--- src/rtl/fburg_bus_master.sv ---
// fburg_bus_master: single-transaction parallel bus master with a strobe-based
// handshake. The master issues one read or write at a time. Each transfer runs
// in three timed phases:
//   - setup:  address and chip select are valid.
//   - strobe: Rd or Wr is low. The responder can stretch this phase with Wait.
//   - hold:   address and chip select stay valid after the strobe rises.
// If Wait stays high too long, the master abandons the strobe and reports Err.
//
// Ports
//   Clk, Rst               rising-edge clock, synchronous active-high reset
//   Req/ReqWr/ReqAddr/
//   ReqWdata/ReqCs         host request (sampled only while idle)
//   Busy/Ack/Err/Rdata     host status; Ack is a one-cycle completion pulse
//   Addr/DataOut/DataOe    bus address and write-data drive
//   DataIn                 bus read data
//   Rd/Wr/Cs               active-low strobes and chip selects
//   Wait                   responder stretch request
//
// state     | meaning
// ----------+---------------------------------------------------------
// ST_IDLE   | bus released, waiting for Req; Ack pulses on first cycle
// ST_SETUP  | Addr/Cs valid, strobes high, SETUP cycles
// ST_STROBE | Rd or Wr low, >= STROBE cycles, stretched by Wait
// ST_HOLD   | strobes high, Addr/Cs/DataOe held, HOLD cycles

module fburg_bus_master #(
    parameter int unsigned SETUP   = 1,
    parameter int unsigned STROBE  = 2,
    parameter int unsigned HOLD    = 1,
    parameter int unsigned TIMEOUT = 255
) (
    input  logic        Clk,
    input  logic        Rst,
    input  logic        Req,
    input  logic        ReqWr,
    input  logic [11:0] ReqAddr,
    input  logic [15:0] ReqWdata,
    input  logic        ReqCs,
    output logic        Busy,
    output logic        Ack,
    output logic        Err,
    output logic [15:0] Rdata,
    output logic [11:0] Addr,
    output logic [15:0] DataOut,
    output logic        DataOe,
    input  logic [15:0] DataIn,
    output logic        Rd,
    output logic        Wr,
    output logic [1:0]  Cs,
    input  logic        Wait
);

    typedef enum logic [1:0] {ST_IDLE, ST_SETUP, ST_STROBE, ST_HOLD} state_t;

    localparam logic [3:0]  SETUP_M1   = 4'(SETUP - 1);
    localparam logic [3:0]  STROBE_M1  = 4'(STROBE - 1);
    localparam logic [3:0]  HOLD_M1    = 4'(HOLD - 1);
    localparam logic [15:0] TIMEOUT_M1 = 16'(TIMEOUT - 1);

    state_t      state_q;
    logic [3:0]  cnt_q;      // phase down-counter, terminal count at zero
    logic [15:0] wcnt_q;     // consecutive Wait=1 cycles seen in strobe
    logic        is_wr_q;
    logic        err_pend_q;
    logic        busy_q, ack_q, err_q, oe_q, rd_q, wr_q;
    logic [1:0]  cs_q;
    logic [11:0] addr_q;
    logic [15:0] dout_q, rdata_q;

    always_ff @(posedge Clk) begin
        if (Rst) begin
            state_q    <= ST_IDLE;
            cnt_q      <= '0;
            wcnt_q     <= '0;
            is_wr_q    <= 1'b0;
            err_pend_q <= 1'b0;
            busy_q     <= 1'b0;
            ack_q      <= 1'b0;
            err_q      <= 1'b0;
            oe_q       <= 1'b0;
            rd_q       <= 1'b1;
            wr_q       <= 1'b1;
            cs_q       <= 2'b11;
            addr_q     <= '0;
            dout_q     <= '0;
            rdata_q    <= '0;
        end else begin
            ack_q <= 1'b0;
            err_q <= 1'b0;
            case (state_q)
                ST_IDLE: begin
                    if (Req) begin
                        is_wr_q    <= ReqWr;
                        addr_q     <= ReqAddr;
                        if (ReqWr) dout_q <= ReqWdata;
                        oe_q       <= ReqWr;
                        cs_q       <= ReqCs ? 2'b01 : 2'b10;
                        busy_q     <= 1'b1;
                        err_pend_q <= 1'b0;
                        wcnt_q     <= '0;
                        cnt_q      <= SETUP_M1;
                        state_q    <= ST_SETUP;
                    end
                end
                ST_SETUP: begin
                    if (cnt_q == 4'd0) begin
                        rd_q    <= is_wr_q;
                        wr_q    <= ~is_wr_q;
                        cnt_q   <= STROBE_M1;
                        state_q <= ST_STROBE;
                    end else begin
                        cnt_q <= cnt_q - 4'd1;
                    end
                end
                ST_STROBE: begin
                    // Timeout takes priority: the current cycle would be the
                    // TIMEOUT-th consecutive Wait=1 cycle.
                    if (Wait && (wcnt_q == TIMEOUT_M1)) begin
                        err_pend_q <= 1'b1;
                        rd_q       <= 1'b1;
                        wr_q       <= 1'b1;
                        wcnt_q     <= '0;
                        cnt_q      <= HOLD_M1;
                        state_q    <= ST_HOLD;
                    end else if ((cnt_q == 4'd0) && !Wait) begin
                        if (!is_wr_q) rdata_q <= DataIn;
                        rd_q    <= 1'b1;
                        wr_q    <= 1'b1;
                        wcnt_q  <= '0;
                        cnt_q   <= HOLD_M1;
                        state_q <= ST_HOLD;
                    end else begin
                        if (cnt_q != 4'd0) cnt_q <= cnt_q - 4'd1;
                        wcnt_q <= Wait ? (wcnt_q + 16'd1) : 16'd0;
                    end
                end
                ST_HOLD: begin
                    if (cnt_q == 4'd0) begin
                        cs_q    <= 2'b11;
                        oe_q    <= 1'b0;
                        busy_q  <= 1'b0;
                        ack_q   <= 1'b1;
                        err_q   <= err_pend_q;
                        state_q <= ST_IDLE;
                    end else begin
                        cnt_q <= cnt_q - 4'd1;
                    end
                end
                default: state_q <= ST_IDLE;
            endcase
        end
    end

    assign Busy    = busy_q;
    assign Ack     = ack_q;
    assign Err     = err_q;
    assign Rdata   = rdata_q;
    assign Addr    = addr_q;
    assign DataOut = dout_q;
    assign DataOe  = oe_q;
    assign Rd      = rd_q;
    assign Wr      = wr_q;
    assign Cs      = cs_q;

endmodule

--- config.mk ---
export PLATFORM = sky130hd
export DESIGN_NAME = fburg_bus_master
export DESIGN_NICKNAME = d
export VERILOG_FILES = /design/src/rtl/fburg_bus_master.sv
export SDC_FILE = /design/constraint.sdc
export NUM_CORES = 1
export LEC_CHECK = 0
export CAP_MARGIN = 40
export CORE_UTILIZATION = 26
export DETAILED_ROUTE_END_ITERATION = 7
export HOLD_SLACK_MARGIN = 0.12
export PLACE_DENSITY_LB_ADDON = 0.1
export SLEW_MARGIN = 20
export SYNTH_ARGS = -nofsm -noshare
export SYNTH_HDL_FRONTEND = slang
export SYNTH_SLANG_ARGS = --single-unit
--- constraint.sdc ---
create_clock -name Clk -period 2.4 [get_ports Clk]
set_input_delay 0.36 -clock Clk [delete_from_list [all_inputs] [get_ports Clk]]
set_output_delay 0.36 -clock Clk [all_outputs]
set_load 0.05 [all_outputs]
==> out/summary.txt <==
Die Ht - 113 um
switching pwr - 1610 uW
# nets final - 549
DRT met1 WL - 3.97 mm
mapped cell area - 3180 sq um
fin crit period - 2210 ps
Final Hold Fails - 0
Worst Path Class, Setup - flop to flop
dpl hpwl - 6.00 mm
Synth Net Count - 442
fmax - 453 MHz
ANT nets after route - 0
fin cells - 642
FF/Latch Area - 1520 sq um
most frequent cells in the layout - nand2_1 (100), clkdlybuf4s50_1 (100), dfxtp_1 (76)
clk_lat worst skew - 330 ps
total CTS buffers - 9
crit start category - flop
library cells used by synthesis - 51
MaxCap Viol Count - 0
vias in the first global route - 2,815
setup bufs post-CTS - 0
hold buffer count at cts - 0
Clock Skew - 6.80 ps
WL met3 - 668 um
Synth Warn # - 0
port bufs - 101
FF-to-FF Start - wcnt_q[0]
Rows - 40
length in cells of the worst reg-to-reg path - 7
worst setup path startpoint - wcnt_q[0]
setup violators final - 0
largest net degree at the start of global routing - 51
dpl cell area - 4400 sq um
clock slew at reported path FFs - 60 ps
GRT Overall Usage - 14.2%
clock share of power - 30.2%
Static Leak - 0.00170 uW
worst min path class - input port to flop
boundary pin count - 102
share of cells above drive strength 1 - 9.09%
H-tree levels - 3
via count - 2,920
CTS tree - built
Post-Place Cells - 628
Tot Pwr - 4470 uW
Seq pwr share - 33.1%
Starting Density - 26.6%
worst slack, placed - 171 ps
initial antenna violation count - 0
uppermost routed layer - met4
total grt overflow - 0
Cell Int Power - 2870 uW
critical path peak fanout - 5
number of synthesized flops with an enable pin - 0
post-route cell area - 4690 sq um
clk root buf - clkbuf_16
routed len/inst - 13.3 um
metal2 WL - 3.75 mm
Critical Path RT - 2620 ps
final period utilization - 91.9%
Die X-Extent - 113 um
Post-synth top flop - dfxtp_1
sw frac - 35.9%
CTS Sinks - 76
Mean Syn Cell Area - 8.25 sq um
cell accounting for the most synthesized area - dfxtp_1
main area contributors after synthesis - dfxtp_1 (48%), nand2_1 (12%), a21oi_1 (8.0%)
max-slew violation count - 0
RR Endpoint - cnt_q[2]
Antenna Cells - 0
reg2reg setup slack - 190 ps
gpl congestion - 0.767
outcome - complete, no violations
Core Area - 12,000 sq um
Fill cells - 1,244
PostCTS Resize Cnt - 0
Seq/Total Area, Yosys - 47.9%
DRT Wirelength - 8.52 mm
DR iter-0 viols - 118
top-area cell type share of the netlist area - 47.9%
Power per Cell Area - 953 nW/um^2
Max clock buf depth - 2
asr flop ratio synth - 0%
Setup WS post-layout - 194 ps
Setup crit end - cnt_q[2]
DRC errors left - 0
Peak supply drop - 0.535 mV
RSZ-0062 raised after global routing - false
Post-Synthesis Cells - 385
Worst Tran Pin Value - 573 ps
first-pass GRT wire length - 14.0 mm
Comb pwr share - 36.7%
nature of the critical path endpoint - flop
Area Growth Syn to Fin - 47.8%
Worst EP arrival - 2430 ps
slew margin rel. - 61.8%
1st-pass router iterations - 4
register bit total from synthesis - 76
multi-input combinational cell area - 1540 sq um
setup tns final - 0 ps
die footprint - 12,700 sq um
vias per cell - 4.55
[critical path: stages (launching register included)]
cell	delay, ps
dfxtp_1	350
inv_1	90
ha_1	130
or4b_4	470
nor4_4	320
a31oi_1	250
and3_1	240
a221o_1	240
[sequential cells by signal, summed over array words and instances (netlist names), 2 cells and up]
name	count
DataOut	16
Rdata	16
wcnt_q	16
Addr	12
cnt_q	4
Cs	2
state_q	2
[logic make-up (layout without fill, tap and decap cells)]
logic type,count (synthesis),in the layout,share of synthesized area (%)
buf+inv,29,139,3.82
mux,6,6,1.93
simple gates,180,180,26.6
xor+xnor,10,10,2.76
compound gates,77,77,14.3
flops,76,76,47.9
fa+ha+maj,7,7,2.76
[synthesized netlist by cell type (2+ instances only)]
| library cell | number |
|---|---|
| a211oi_1 | 2 |
| a21o_1 | 2 |
| a21oi_1 | 51 |
| a221o_1 | 2 |
| a31oi_1 | 2 |
| and2_1 | 2 |
| and3_1 | 4 |
| buf_2 | 4 |
| clkbuf_1 | 16 |
| dfxtp_1 | 76 |
| ha_1 | 7 |
| inv_1 | 8 |
| mux2i_1 | 5 |
| nand2_1 | 100 |
| nand2b_1 | 8 |
| nand3_1 | 5 |
| nand4_1 | 6 |
| nor2_1 | 27 |
| nor2b_1 | 3 |
| nor3_1 | 5 |
| nor3b_1 | 2 |
| o21ai_0 | 7 |
| or2_2 | 2 |
| or3_1 | 3 |
| or4_1 | 2 |
| xnor2_1 | 6 |
| xor2_1 | 4 |
[power by group through the flow]
stage | registers, uW | logic [uW] | clock network, uW
2_1_floorplan | 1880 | 693 | 0
3_3_place_gp | 1500 | 1660 | 0
3_5_place_dp | 1510 | 1660 | 0
4_1_cts | 1480 | 1670 | 1410
5_1_grt | 1500 | 1800 | 1450
6_report | 1480 | 1640 | 1350
[cell type report]
class	instances	share of cell area, %
tap	147	3.92
sequential	76	32.4
timing repair buffer	117	24.0
inverter	8	0.640
clock inverter	2	0.746
multi-input combinational	280	32.8
clock buffer	12	5.46
[per-layer routing]
layer  track usage (%)  vias to the layer above
met5                 0                        -
met4              4.80                        0
met3              6.97                       12
met2              22.0                       75
met1              17.0                     1327
li1                  -                     1506
[stage by stage]
stage / hold WS, ps / util [%]
2_1_floorplan: 423 / -
4_1_cts: 385 / 39.2
3_3_place_gp: 440 / 36.8
6_report: 400 / 39.2
5_1_grt: 407 / 39.2
3_5_place_dp: 441 / 36.8
[worst min path at each step]
| stage | start | end | slack [ps] | depth (start not counted) |
|---|---|---|---|---|
| after detailed placement | err_pend_q | Err | 440 | 1 |
| after global placement | Addr[3] | Addr[3] | 440 | 2 |
| after global routing | Rst | wcnt_q[0] | 410 | 2 |
| final | Rst | wcnt_q[0] | 400 | 2 |
| after floorplan | err_pend_q | Err | 420 | 1 |
| after CTS | Rst | wcnt_q[0] | 390 | 2 |
(Power assumes the default switching activity.)
